## src/rtl/lcd_driver_4bit.sv

```systemverilog
// lcd_driver_4bit: physical-layer driver for an HD44780-style 1602A LCD in 4-bit mode.
// Each transfer starts on a rising edge of drv_enable. It sends the latched byte as two
// nibbles, high nibble first, with E setup/pulse/hold framing and an inter-nibble gap.
// It then waits for the standard execution time and pulses driver_rdy.
// Ports:
//   clk, rst_n           clock, asynchronous active-low reset
//   drv_enable           request; a transfer starts on its rising edge while idle
//   drv_data[7:0]        byte to send, sampled at start
//   drv_rs               register select for the byte, sampled at start
//   driver_rdy           one-cycle pulse when the transfer and execution wait are done
//   drv_busy             high from the cycle after start through the driver_rdy cycle
//   drv_overrun          one-cycle pulse for a rising edge of drv_enable while not idle
//   lcd_rs, lcd_rw       LCD register select, read/write (always write)
//   lcd_e, lcd_db[3:0]   LCD enable strobe and data bus DB[7:4]
module lcd_driver_4bit #(
   parameter int unsigned T_SETUP  = 2,
   parameter int unsigned T_PULSE  = 13,
   parameter int unsigned T_HOLD   = 2,
   parameter int unsigned T_NIBBLE = 50,
   parameter int unsigned T_EXEC   = 2100,
   parameter int unsigned CW       = 12
) (
   input  logic       clk,
   input  logic       rst_n,
   input  logic       drv_enable,
   input  logic [7:0] drv_data,
   input  logic       drv_rs,
   output logic       driver_rdy,
   output logic       drv_busy,
   output logic       drv_overrun,
   output logic       lcd_rs,
   output logic       lcd_rw,
   output logic       lcd_e,
   output logic [3:0] lcd_db
);

   typedef enum logic [3:0] {
      IDLE, SETUP_H, PULSE_H, HOLD_H, GAP, SETUP_L, PULSE_L, HOLD_L, EXEC, DONE
   } state_e;

   state_e          state_q, state_d;
   logic [CW-1:0]   cnt_q, cnt_d;
   logic [7:0]      data_q, data_d;
   logic            rs_q, rs_d;
   logic            en_q;
   logic            rise;
   logic            rdy_d, busy_d, ovr_d, lcd_rs_d, lcd_e_d;
   logic [3:0]      lcd_db_d;

   // Successor of each timed state.
   function automatic state_e next_timed(input state_e s);
      case (s)
         SETUP_H: return PULSE_H;
         PULSE_H: return HOLD_H;
         HOLD_H:  return GAP;
         GAP:     return SETUP_L;
         SETUP_L: return PULSE_L;
         PULSE_L: return HOLD_L;
         HOLD_L:  return EXEC;
         EXEC:    return DONE;
         default: return IDLE;
      endcase
   endfunction

   // Counter load on entry: duration minus one, so the state lasts exactly its duration.
   function automatic logic [CW-1:0] load_of(input state_e s);
      case (s)
         SETUP_H, SETUP_L: return CW'(T_SETUP - 1);
         PULSE_H, PULSE_L: return CW'(T_PULSE - 1);
         HOLD_H,  HOLD_L:  return CW'(T_HOLD - 1);
         GAP:              return CW'(T_NIBBLE - 1);
         EXEC:             return CW'(T_EXEC - 1);
         default:          return '0;
      endcase
   endfunction

   assign rise   = drv_enable & ~en_q;
   assign lcd_rw = 1'b0;

   // Next-state logic; outputs are derived from the next state so the pins are registered.
   always_comb begin
      state_d = state_q;
      cnt_d   = cnt_q;
      data_d  = data_q;
      rs_d    = rs_q;
      case (state_q)
         IDLE: begin
            if (rise) begin
               state_d = SETUP_H;
               cnt_d   = load_of(SETUP_H);
               data_d  = drv_data;
               rs_d    = drv_rs;
            end
         end
         DONE: state_d = IDLE;
         default: begin
            if (cnt_q == '0) begin
               state_d = next_timed(state_q);
               cnt_d   = load_of(state_d);
            end else begin
               cnt_d = cnt_q - CW'(1);
            end
         end
      endcase

      rdy_d    = (state_d == DONE);
      busy_d   = (state_d != IDLE);
      ovr_d    = rise && (state_q != IDLE);
      lcd_e_d  = (state_d == PULSE_H) || (state_d == PULSE_L);
      lcd_rs_d = busy_d ? rs_d : 1'b0;
      case (state_d)
         SETUP_H, PULSE_H, HOLD_H, GAP: lcd_db_d = data_d[7:4];
         SETUP_L, PULSE_L, HOLD_L:      lcd_db_d = data_d[3:0];
         default:                       lcd_db_d = 4'h0;
      endcase
   end

   // State, timer, latches and registered outputs.
   always_ff @(posedge clk or negedge rst_n) begin
      if (!rst_n) begin
         state_q     <= IDLE;
         cnt_q       <= '0;
         data_q      <= '0;
         rs_q        <= 1'b0;
         en_q        <= 1'b0;
         driver_rdy  <= 1'b0;
         drv_busy    <= 1'b0;
         drv_overrun <= 1'b0;
         lcd_rs      <= 1'b0;
         lcd_e       <= 1'b0;
         lcd_db      <= 4'h0;
      end else begin
         state_q     <= state_d;
         cnt_q       <= cnt_d;
         data_q      <= data_d;
         rs_q        <= rs_d;
         en_q        <= drv_enable;
         driver_rdy  <= rdy_d;
         drv_busy    <= busy_d;
         drv_overrun <= ovr_d;
         lcd_rs      <= lcd_rs_d;
         lcd_e       <= lcd_e_d;
         lcd_db      <= lcd_db_d;
      end
   end

endmodule

```

## config.mk

```make
export PLATFORM = sky130hd
export DESIGN_NAME = lcd_driver_4bit
export DESIGN_NICKNAME = d
export VERILOG_FILES = /design/src/rtl/lcd_driver_4bit.sv
export SDC_FILE = /design/constraint.sdc
export NUM_CORES = 1
export LEC_CHECK = 0
export BUFFER_PORTS_ARGS = -buffer_cell sky130_fd_sc_hd__buf_2
export CAP_MARGIN = 10
export CORE_UTILIZATION = 39
export DETAILED_ROUTE_END_ITERATION = 16
export PLACE_DENSITY = 0.65
export SETUP_SLACK_MARGIN = 0.5
export SLEW_MARGIN = 20
export SYNTH_ARGS = -nofsm -noshare
export SYNTH_HDL_FRONTEND = slang
export SYNTH_SLANG_ARGS = --single-unit
```

## constraint.sdc

```tcl
create_clock -name clk -period 3.2 [get_ports clk]
set_clock_uncertainty 0.15 [all_clocks]
set_input_delay 0.96 -clock clk [delete_from_list [all_inputs] [get_ports clk]]
set_output_delay 0.96 -clock clk [all_outputs]
set_load 0.02 [all_outputs]
```

After elaboration in Yosys (flattened, before gate mapping)
Memories as Yosys holds them, arrays and structs flattened.
Cells that the tools add are included.
{"block": "word_totals", "reg_bits": 35, "mem_bits_ro": 176, "wordCells": 51, "n_memories": 2}
{"memory": "(no name shown)", "depth": 16, "width": 7, "rd": 1, "rd_clocked_by_memory_dff": 0, "write_ports": 0, "line_no": "67", "source": "case (s)"}
{"memory": "(no name shown)", "depth": 16, "width": 4, "rd": 1, "rd_clocked_by_memory_dff": 0, "write_ports": 0, "line_no": "52", "source": "case (s)"}
{"block": "classes", "add_sub_neg": 1, "eq_ne": 10, "n_mux": 14, "bitwise": 3, "reduce_logical": 10}
{"operator": "2-to-1 mux 12 bit", "n": 2}
{"operator": "case mux 12 bit (2 select lines)", "n": 1}
{"operator": "equality test 4 x 3 -> 1 bit (second input constant)", "n": 4}
{"operator": "2-to-1 mux 4 bit", "n": 4}
{"operator": "2-to-1 mux 8 bit", "n": 2}
{"operator": "case mux 4 bit (2 select lines)", "n": 2}
{"operator": "logical NOT 12 bit", "n": 1}
{"operator": "subtractor 12 x 1 -> 12 bit (second input constant)", "n": 1}
{"operator": "equality test 4 x 2 -> 1 bit (second input constant)", "n": 2}
{"operator": "equality test 4 bit (second input constant)", "n": 2}
{"operator": "nonzero test 4 bit", "n": 2}
{"operator": "equality test 4 x 1 -> 1 bit (second input constant)", "n": 1}
{"operator": "logical NOT 4 bit", "n": 1}
{"operator": "OR reduction 4 bit", "n": 1}
{"operator": "2-to-1 mux 1 bit", "n": 3}
{"operator": "OR reduction 3 bit", "n": 1}
{"operator": "!= test 2 bit (second input constant)", "n": 1}
{"operator": "inverter 1 bit", "n": 2}
{"operator": "AND reduction 2 bit", "n": 1}
{"operator": "OR reduction 2 bit", "n": 1}
{"operator": "AND 1 bit", "n": 1}
{"operator": "logical AND 1 bit", "n": 1}
{"operator": "logical OR 1 bit", "n": 1}

Longest topological paths before layout
Gate-level depths: netlist of the first run.
{"block": "depth", "ltp_word": 8, "ltp_mapped": 9}

Worst setup path after synthesis of the first run
No wires, ideal clock.
{"block": "synth_path", "path_kind": "input -> register", "start": "input drv_enable", "end": "register lcd_db[0]", "setup_ps": 80, "arrival_time_ps": 2149, "required_ps": 2970, "path_slack_ps": 820, "cell_stages": 6, "path_cell_list": "nor2b_1 o21ai_0 o31ai_2 nor3_4 mux2_4 o22ai_2"}
{"block": "synth_via", "elab_chain_len": 6, "elab_cells_between_ends": 15, "cone_classes": "eq/ne: 7; mux: 5; bitwise: 1; reduce/logical: 2"}
{"element": "from (decl)", "line_no": "25", "source": "input logic drv_enable,"}
{"element": "AND 1 bit *", "line_no": "77", "source": "assign rise = drv_enable & ~en_q;"}
{"element": "2-to-1 mux 4 bit", "line_no": "88", "source": "if (rise) begin"}
{"element": "case mux 4 bit (2 select lines)", "line_no": "86", "source": "case (state_q)"}
{"element": "equality test 4 x 2 -> 1 bit, or another cell as far along", "line_no": "111", "source": "case (state_d)"}
{"element": "OR reduction 4 bit / OR reduction 3 bit (equally long branches)", "line_no": "111"}
{"element": "case mux 4 bit (2 select lines) *", "line_no": "111"}
{"element": "named net lcd_db_d[0]", "line_no": "48", "source": "logic [3:0] lcd_db_d;"}
{"element": "to (signal assigned)", "line_no": "143", "source": "lcd_db <= lcd_db_d;"}
{"element": "to (decl)", "line_no": "34", "source": "output logic [3:0] lcd_db"}
Mark *: on every way through the listed nets, which the timed path passes. The rest lies on a longest branch.
A chain may end at the register's enable or synchronous reset.

Worst setup path in the final report of the first run
{"block": "layout_path", "start": "register cnt_q[0]", "end": "register lcd_db[0]"}
{"block": "layout_via", "elab_chain_len": 6, "elab_cells_between_ends": 13, "cone_classes": "eq/ne: 7; mux: 3; reduce/logical: 3"}
{"element": "from (decl)", "line_no": "42", "source": "logic [CW-1:0] cnt_q, cnt_d;"}
{"element": "from (signal assigned)", "line_no": "134", "source": "cnt_q <= cnt_d;"}
{"element": "logical NOT 12 bit *", "line_no": "97", "source": "if (cnt_q == '0) begin"}
{"element": "2-to-1 mux 4 bit *", "line_no": "97"}
{"element": "case mux 4 bit (2 select lines) *", "line_no": "86"}
{"element": "equality test 4 x 2 -> 1 bit, or another cell as far along", "line_no": "111"}
{"element": "OR reduction 4 bit / OR reduction 3 bit (equally long branches)", "line_no": "111"}
{"element": "case mux 4 bit (2 select lines) *", "line_no": "111"}
{"element": "named net lcd_db_d[0]", "line_no": "48"}
Marks and branches as above.

==> flow_metrics.py, run 1 <==
metrics = {
    "run_status": {
        "outcome": "finished, final reports clean",
    },
    "synth": {
        "ys_ff_latch": 35,
        "primary_ff_master_synth": "sky130_fd_sc_hd__dfrtp_1",
        "synth_top_area_cell": "sky130_fd_sc_hd__dfrtp_1",
        "synth_fp_nets": 222,
        "synthesis.area_per_instance_um2": 10.1,
        "post_synth_main_area_contributors": "sky130_fd_sc_hd__dfrtp_1 (42%), sky130_fd_sc_hd__mux2_2 (4.4%), sky130_fd_sc_hd__ha_1 (3.6%)",
        "yosys_warnings": 0,
        "post_synthesis_instance_total": 204,
        "post-synth-top-area-fraction_pct": 42.4,
        "synth_sequential_area_ratio_pct": 42.4,
        "netlist_area_um2": 2060,
        "number_of_synthesized_flops_with_an_enable_pin": 0,
        "synth.lib_cells_used.distinct": 55,
        "async_flop_share_pct": 100,
    },
    "floorplanning": {
        "die_area_um2": 5590,
        "core-area_um2": 5110,
        "pin_count": 22,
        "start_util_pct": 40.4,
        "floorplan.die.width_um": 74.7,
        "placementRows": 26,
        "dieHeight_um": 74.7,
    },
    "placement": {
        "portBuffers": 20,
        "gpl.final_weighted_congestion": 0.897,
        "detailedPlacementHpwl_um": 2790,
        "dp_worst_setup_slack_ns": 0.598,
    },
    "setup_path": {
        "rr_endpoint": "lcd_db[0]$_DFF_PN0_",
        "timing.critical_path.to_type": "flop",
        "timing_worst_setup_path_type": "reg -> reg",
        "critical_path.max_stage_delay_ns": 0.41,
        "r2r_setup_slack_ns": 0.62,
        "critPathLaunchType": "flop",
        "critical_path_required_ns": 3.26,
        "largest_fanout_of_any_net_on_the_critical_path": 9,
        "worst_r2r_path_depth": 8,
        "slowest_stage": "sky130_fd_sc_hd__dfrtp_1",
        "critical_path.cell_chain": "inv_1 > ha_1 > nor3b_4 > and4_1 > a211oi_2 > nor3_4 > mux2_4 > o22ai_2",
        "cp_num_cells": 8,
        "worst_reg2reg_path_startpoint": "cnt_q[0]$_DFFE_PN0P_",
        "worst_path_dominant_cell_family": "simple AND/OR/NAND/NOR gates",
        "timing.critical_path.buf_inv": 1,
        "crit_arrival_ns": 2.64,
    },
    "cts": {
        "ctsResizeCount": 0,
        "tritoncts.num_buffers": 5,
        "cts_post_setup_buffers_inserted": 0,
        "cts_hold_buf": 0,
        "clock_tree.buffer_depth": 2,
        "root_buffer": "sky130_fd_sc_hd__clkbuf_8",
        "cts-htree-levels": 2,
        "worstSkewPairLatency_ns": 0.29,
        "clk_pin_slew_ns": 0.07,
        "tritoncts": "done",
        "tritoncts_num_sinks": 35,
    },
    "min_path": {
        "holdPathEnd": "data_q[2]$_DFF_PN0_",
        "worstHoldPathType": "reg -> reg",
        "hp-start": "data_q[2]$_DFF_PN0_",
        "hold-path-cell-count": 1,
    },
    "sta": {
        "clock.fmax_mhz": 388,
        "layout_setup_ws_ns": 0.623,
        "post_route_clock_period_utilization_pct": 80.5,
        "finalMaxSlewViolations": 0,
        "final.min_clock_period_ns": 2.58,
        "final-setup-viol-count": 0,
        "worstMarginPinSlew_ns": 0.792,
        "setup_total_negative_slack_ns": 0,
        "slew_headroom_pct": 47.2,
        "final-hold-violation-count": 0,
        "unrepaired_setup_endpoints_after_global_routing": "false",
    },
    "layout": {
        "area_growth_pct": 11.3,
        "fin_nets": 242,
        "final_util_pct": 45.0,
        "share_of_layout_cells_above_drive_strength_1_pct": 25.3,
        "antenna-diode-count": 0,
        "n_fill_cell": 504,
    },
    "detailed_routing": {
        "drtAntennaViolNets": 0,
        "drt_wl_total_um": 3920,
        "via_count": 1562,
        "drt-wirelength-per-cell_um": 13.3,
        "routed_via_density": 5.29,
        "first_iter_violations": 72,
        "dr.pass1.iters": 4,
        "drt_drc_violations_left": 0,
    },
    "global_route": {
        "antenna_found_initial": 0,
        "first_global_vias": 1395,
        "pin_count_of_the_biggest_net_entering_global_routing": 36,
        "globalRouteTotalUtil_pct": 15.5,
        "grt_remaining_overflow": 0,
        "global_route_wire_length_before_repair_um": 6520,
    },
    "pwr": {
        "power_density_nw_per_um2": 333,
        "power.ir.vdd_worst_uv": 152,
        "power.leakage_nw": 1.03,
    },
    "run": {
        "maxCapViolCount": 0,
    },
}
-- worst max path at each step --
| stage | startpoint | endpoint |
|---|---|---|
| floorplan | drv_enable | lcd_db[0]$_DFF_PN0_ |
| global placement | drv_enable | lcd_db[0]$_DFF_PN0_ |
| detailed placement | drv_enable | lcd_db[0]$_DFF_PN0_ |
| CTS | cnt_q[0]$_DFFE_PN0P_ | lcd_db[0]$_DFF_PN0_ |
| global route | cnt_q[0]$_DFFE_PN0P_ | lcd_db[0]$_DFF_PN0_ |
| finish | cnt_q[0]$_DFFE_PN0P_ | lcd_db[0]$_DFF_PN0_ |
-- synth_stat cells, types with 4 or more instances --
cell type	number
sky130_fd_sc_hd__mux2_2	8
sky130_fd_sc_hd__a21oi_1	4
sky130_fd_sc_hd__ha_1	6
sky130_fd_sc_hd__a2bb2oi_1	4
sky130_fd_sc_hd__dfrtp_1	35
sky130_fd_sc_hd__nor3_1	4
sky130_fd_sc_hd__nand3_1	6
sky130_fd_sc_hd__o21ai_1	5
sky130_fd_sc_hd__o21ai_0	14
sky130_fd_sc_hd__nand2_1	15
sky130_fd_sc_hd__o31ai_1	5
sky130_fd_sc_hd__nor2_1	16
sky130_fd_sc_hd__clkbuf_1	5
sky130_fd_sc_hd__inv_1	12
sky130_fd_sc_hd__a21o_1	9
-- where the power goes --
part	switching (mW)	internal [mW]	leakage, nW
logic	0.0130	0.00593	0.560
clock network	0.154	0.149	0.0477
registers	0.000367	0.444	0.424
-- layout make-up --
type / count / area, um2 / share of cell area (%)
clock buffers: 5 / 68.8 / 3.00
clock inverters: 3 / 15.0 / 0.654
inverters: 12 / 45.0 / 1.96
multi-input cells: 149 / 1100 / 47.8
flip-flops and latches: 35 / 876 / 38.1
well taps: 70 / 87.6 / 3.81
repair buffers: 21 / 108 / 4.68
-- worst reg2reg max path, cell delays in order, from the launching register on --
cell	delay [ns]
sky130_fd_sc_hd__dfrtp_1	0.41
sky130_fd_sc_hd__inv_1	0.09
sky130_fd_sc_hd__ha_1	0.22
sky130_fd_sc_hd__nor3b_4	0.31
sky130_fd_sc_hd__and4_1	0.42
sky130_fd_sc_hd__a211oi_2	0.10
sky130_fd_sc_hd__nor3_4	0.37
sky130_fd_sc_hd__mux2_4	0.34
sky130_fd_sc_hd__o22ai_2	0.10
-- layer usage --
metal,vias up,track usage [%],routed length [um]
li1,774,-,-
met1,737,20.5,1850
met2,42,23.8,1790
met3,9,4.42,207
met4,0,6.50,71
met5,-,0,0
-- cell families after synthesis --
logic type | after synthesis | synth area share (%)
flip-flops | 35 | 42.4
AND/OR/NAND/NOR | 66 | 19.2
AO/OA/AOI/OAI | 63 | 23.0
other | 1 | 0.182
adder cells (fa/ha/maj) | 6 | 3.64
buffers and inverters | 20 | 4.37
XOR/XNOR | 1 | 0.425
multiplexers | 12 | 6.79
-- stage by stage --
step	std cells	instance area, um2	hold WS (ns)	total power [mW]
floorplan	204	2060	0.315	0.457
global placement	287	2210	0.328	0.472
detailed placement	287	2210	0.340	0.472
CTS	295	2300	0.357	0.783
global route	295	2300	0.374	0.804
finish	295	2300	0.352	0.765
-- state kept, by name, indices dropped and copies added, names as in the netlist --
signal	flops
cnt_q	12
data_q	8
lcd_db	4
state_q	4
driver_rdy	1
drv_busy	1
drv_overrun	1
en_q	1
lcd_e	1
lcd_rs	1
rs_q	1
-- layout by cell type, fill, tap and decap left out, types with 6 or more instances in the layout --
cell	Yosys	routed
sky130_fd_sc_hd__ha_1	6	6
sky130_fd_sc_hd__nand2_1	15	15
sky130_fd_sc_hd__a21o_1	9	9
sky130_fd_sc_hd__dfrtp_1	35	35
sky130_fd_sc_hd__mux2_2	8	8
sky130_fd_sc_hd__inv_1	12	12
sky130_fd_sc_hd__nand3_1	6	6
sky130_fd_sc_hd__nor2_1	16	16
sky130_fd_sc_hd__buf_2	0	20
sky130_fd_sc_hd__o21ai_0	14	14
Note: power is estimated with default switching activity, not from simulation.
==> run 2, diff against run 1 <==
Settings changed: PLACE_DENSITY 0.65 to 0.67.
Clock period 3.2 ns to 2.34 ns, I/O delays scaled along.
==> flow_metrics.py, run 2 (synthesized netlist as in run 1, its figures left out) <==
metrics = {
    "detailed_routing": {
        "first_iter_violations": 63,
        "drt_drc_violations_left": 1,
        "drt-wirelength-per-cell_um": 14.6,
        "dr.pass1.iters": 10,
        "drt_wl_total_um": 4890,
        "routed_via_density": 5.24,
        "drtAntennaViolNets": 0,
        "via_count": 1760,
    },
    "global_route": {
        "first_global_vias": 1616,
        "grt_remaining_overflow": 0,
        "globalRouteTotalUtil_pct": 18.6,
        "antenna_found_initial": 0,
        "global_route_wire_length_before_repair_um": 7650,
        "pin_count_of_the_biggest_net_entering_global_routing": 36,
    },
    "layout": {
        "largest_registers": "cnt_q (12), data_q (8)",
        "layout.cells.most_common": "sky130_fd_sc_hd__dfrtp_1",
        "non_filler_cells_final": 336,
        "area_growth_pct": 46.3,
        "mostFrequentLayoutCells": "sky130_fd_sc_hd__dfrtp_1 (33), sky130_fd_sc_hd__buf_4 (26), sky130_fd_sc_hd__buf_2 (20), sky130_fd_sc_hd__nor2_1 (14), sky130_fd_sc_hd__buf_6 (13)",
        "fin_nets": 283,
        "finish.instance_area_um2": 3020,
        "largest_register_ff_count": 12,
        "top_register": "cnt_q",
        "share_of_layout_cells_above_drive_strength_1_pct": 49.2,
        "final_util_pct": 59.1,
        "antenna-diode-count": 0,
    },
    "setup_path": {
        "worst_r2r_path_depth": 8,
        "crit_arrival_ns": 2.33,
        "timing.critical_path.to_type": "flop",
        "critical_path.max_stage_delay_ns": 0.42,
        "timing.critical_path.buf_inv": 1,
        "worst_path_dominant_cell_family": "simple AND/OR/NAND/NOR gates",
        "timing_worst_setup_path_type": "reg -> reg",
        "largest_fanout_of_any_net_on_the_critical_path": 4,
        "critical_path_required_ns": 2.41,
        "slowest_stage": "sky130_fd_sc_hd__o41ai_4",
        "cp_num_cells": 8,
        "critical_path.cell_chain": "inv_2 > ha_4 > nor3b_4 > nand4_4 > o41ai_4 > nor3_4 > mux2_4 > o22ai_2",
        "critPathLaunchType": "flop",
    },
    "cts": {
        "clock_tree.buffer_depth": 2,
        "worstSkewPairLatency_ns": 0.29,
        "cts-htree-levels": 2,
        "clk_pin_slew_ns": 0.07,
        "tritoncts_num_sinks": 35,
        "tritoncts.num_buffers": 5,
        "cts_hold_buf": 0,
        "root_buffer": "sky130_fd_sc_hd__clkbuf_8",
        "tritoncts": "done",
    },
    "pwr": {
        "sw_frac_of_total_pct": 19.0,
        "p_sw_uw": 245,
        "p_int_mw": 1.04,
        "power.ir.vdd_worst_uv": 235,
        "clock_power_share_pct": 50.6,
        "power.leakage_nw": 1.33,
        "power.share.combinational_pct": 2.2,
        "seq_power_share_pct": 47.2,
        "power_density_nw_per_um2": 426,
    },
    "floorplanning": {
        "die_area_um2": 5590,
        "core-area_um2": 5110,
        "start_util_pct": 40.4,
        "dieHeight_um": 74.7,
        "placementRows": 26,
        "floorplan.die.width_um": 74.7,
        "pin_count": 22,
    },
    "min_path": {
        "worstHoldPathType": "in -> async",
    },
    "sta": {
        "finalMaxSlewViolations": 0,
        "setup_total_negative_slack_ns": 0,
        "final-setup-viol-count": 0,
        "final.min_clock_period_ns": 2.26,
        "clock.fmax_mhz": 442,
        "unrepaired_setup_endpoints_after_global_routing": "true",
        "final-hold-violation-count": 0,
        "post_route_clock_period_utilization_pct": 96.7,
    },
    "run_status": {
        "outcome": "finished, violations left",
        "failing_checks": "DRC",
    },
    "placement": {
        "gpl.final_weighted_congestion": 0.852,
        "placed_cells_incl_taps": 300,
        "portBuffers": 20,
        "detailed_place.area_um2": 2380,
        "detailedPlacementHpwl_um": 3070,
    },
    "run": {
        "maxCapViolCount": 0,
    },
}
-- run 2: final cells by class --
type / instances / area (um2)
clock buffers: 5 / 68.8
clock inverters: 3 / 67.6
fillers: 434 / 2090
inverters: 12 / 47.5
multi-input cells: 149 / 1360
flip-flops and latches: 35 / 878
well taps: 70 / 87.6
repair buffers: 62 / 504
-- run 2: layer usage --
metal	global-route usage, %	part of all wire, %	vias up
met4	7.13	2.1	0
met2	29.5	50	34
li1	-	-	856
met1	24.3	46	862
met5	0	0	-
met3	4.95	2.7	8
-- run 2: worst reg2reg max path, cell delays in order, from the launching register on --
cell	delay [ns]
sky130_fd_sc_hd__dfrtp_1	0.39
sky130_fd_sc_hd__inv_2	0.08
sky130_fd_sc_hd__ha_4	0.14
sky130_fd_sc_hd__nor3b_4	0.31
sky130_fd_sc_hd__nand4_4	0.20
sky130_fd_sc_hd__o41ai_4	0.42
sky130_fd_sc_hd__nor3_4	0.10
sky130_fd_sc_hd__mux2_4	0.31
sky130_fd_sc_hd__o22ai_2	0.08
-- run 2: through the flow --
stage | hold slack, ns | total power [mW] | setup slack [ns]
4_1_cts | 0.304 | 1.30 | 0.173
3_5_place_dp | 0.336 | 0.647 | -0.00687
2_1_floorplan | 0.256 | 0.625 | 0.119
5_1_grt | 0.340 | 1.33 | -0.0212
3_3_place_gp | 0.329 | 0.647 | 0.0525
6_report | 0.276 | 1.29 | 0.0765
-- run 2: power by group through the flow --
| stage | sequential, mW | combinational, mW | clock, mW |
|---|---|---|---|
| after floorplan | 0.620 | 0.00501 | 0 |
| after global placement | 0.619 | 0.0284 | 0 |
| after detailed placement | 0.619 | 0.0288 | 0 |
| after CTS | 0.607 | 0.0287 | 0.667 |
| after global routing | 0.607 | 0.0336 | 0.685 |
| final | 0.607 | 0.0284 | 0.650 |
-- run 2: path summary, 6_finish.rpt --
path | slack, ns | to | from
hold reg to reg | 0.35 | data_q[2]$_DFF_PN0_ | data_q[2]$_DFF_PN0_
max in group asynchronous | 1.41 | state_q[1]$_DFF_PN0_ | rst_n
min in group clk | 0.35 | data_q[2]$_DFF_PN0_ | data_q[2]$_DFF_PN0_
hold / removal | 0.28 | cnt_q[11]$_DFFE_PN0P_ | rst_n
setup reg to reg | 0.08 | lcd_db[0]$_DFF_PN0_ | cnt_q[0]$_DFFE_PN0P_
setup / recovery | 0.08 | lcd_db[0]$_DFF_PN0_ | cnt_q[0]$_DFFE_PN0P_
-- run 2: timing repair --
action	CTS	global route
pin swaps	11	13
resized for setup	34	28
setup buffers	20	7
cloned	1	0
endpoints found under the setup margin	33	33
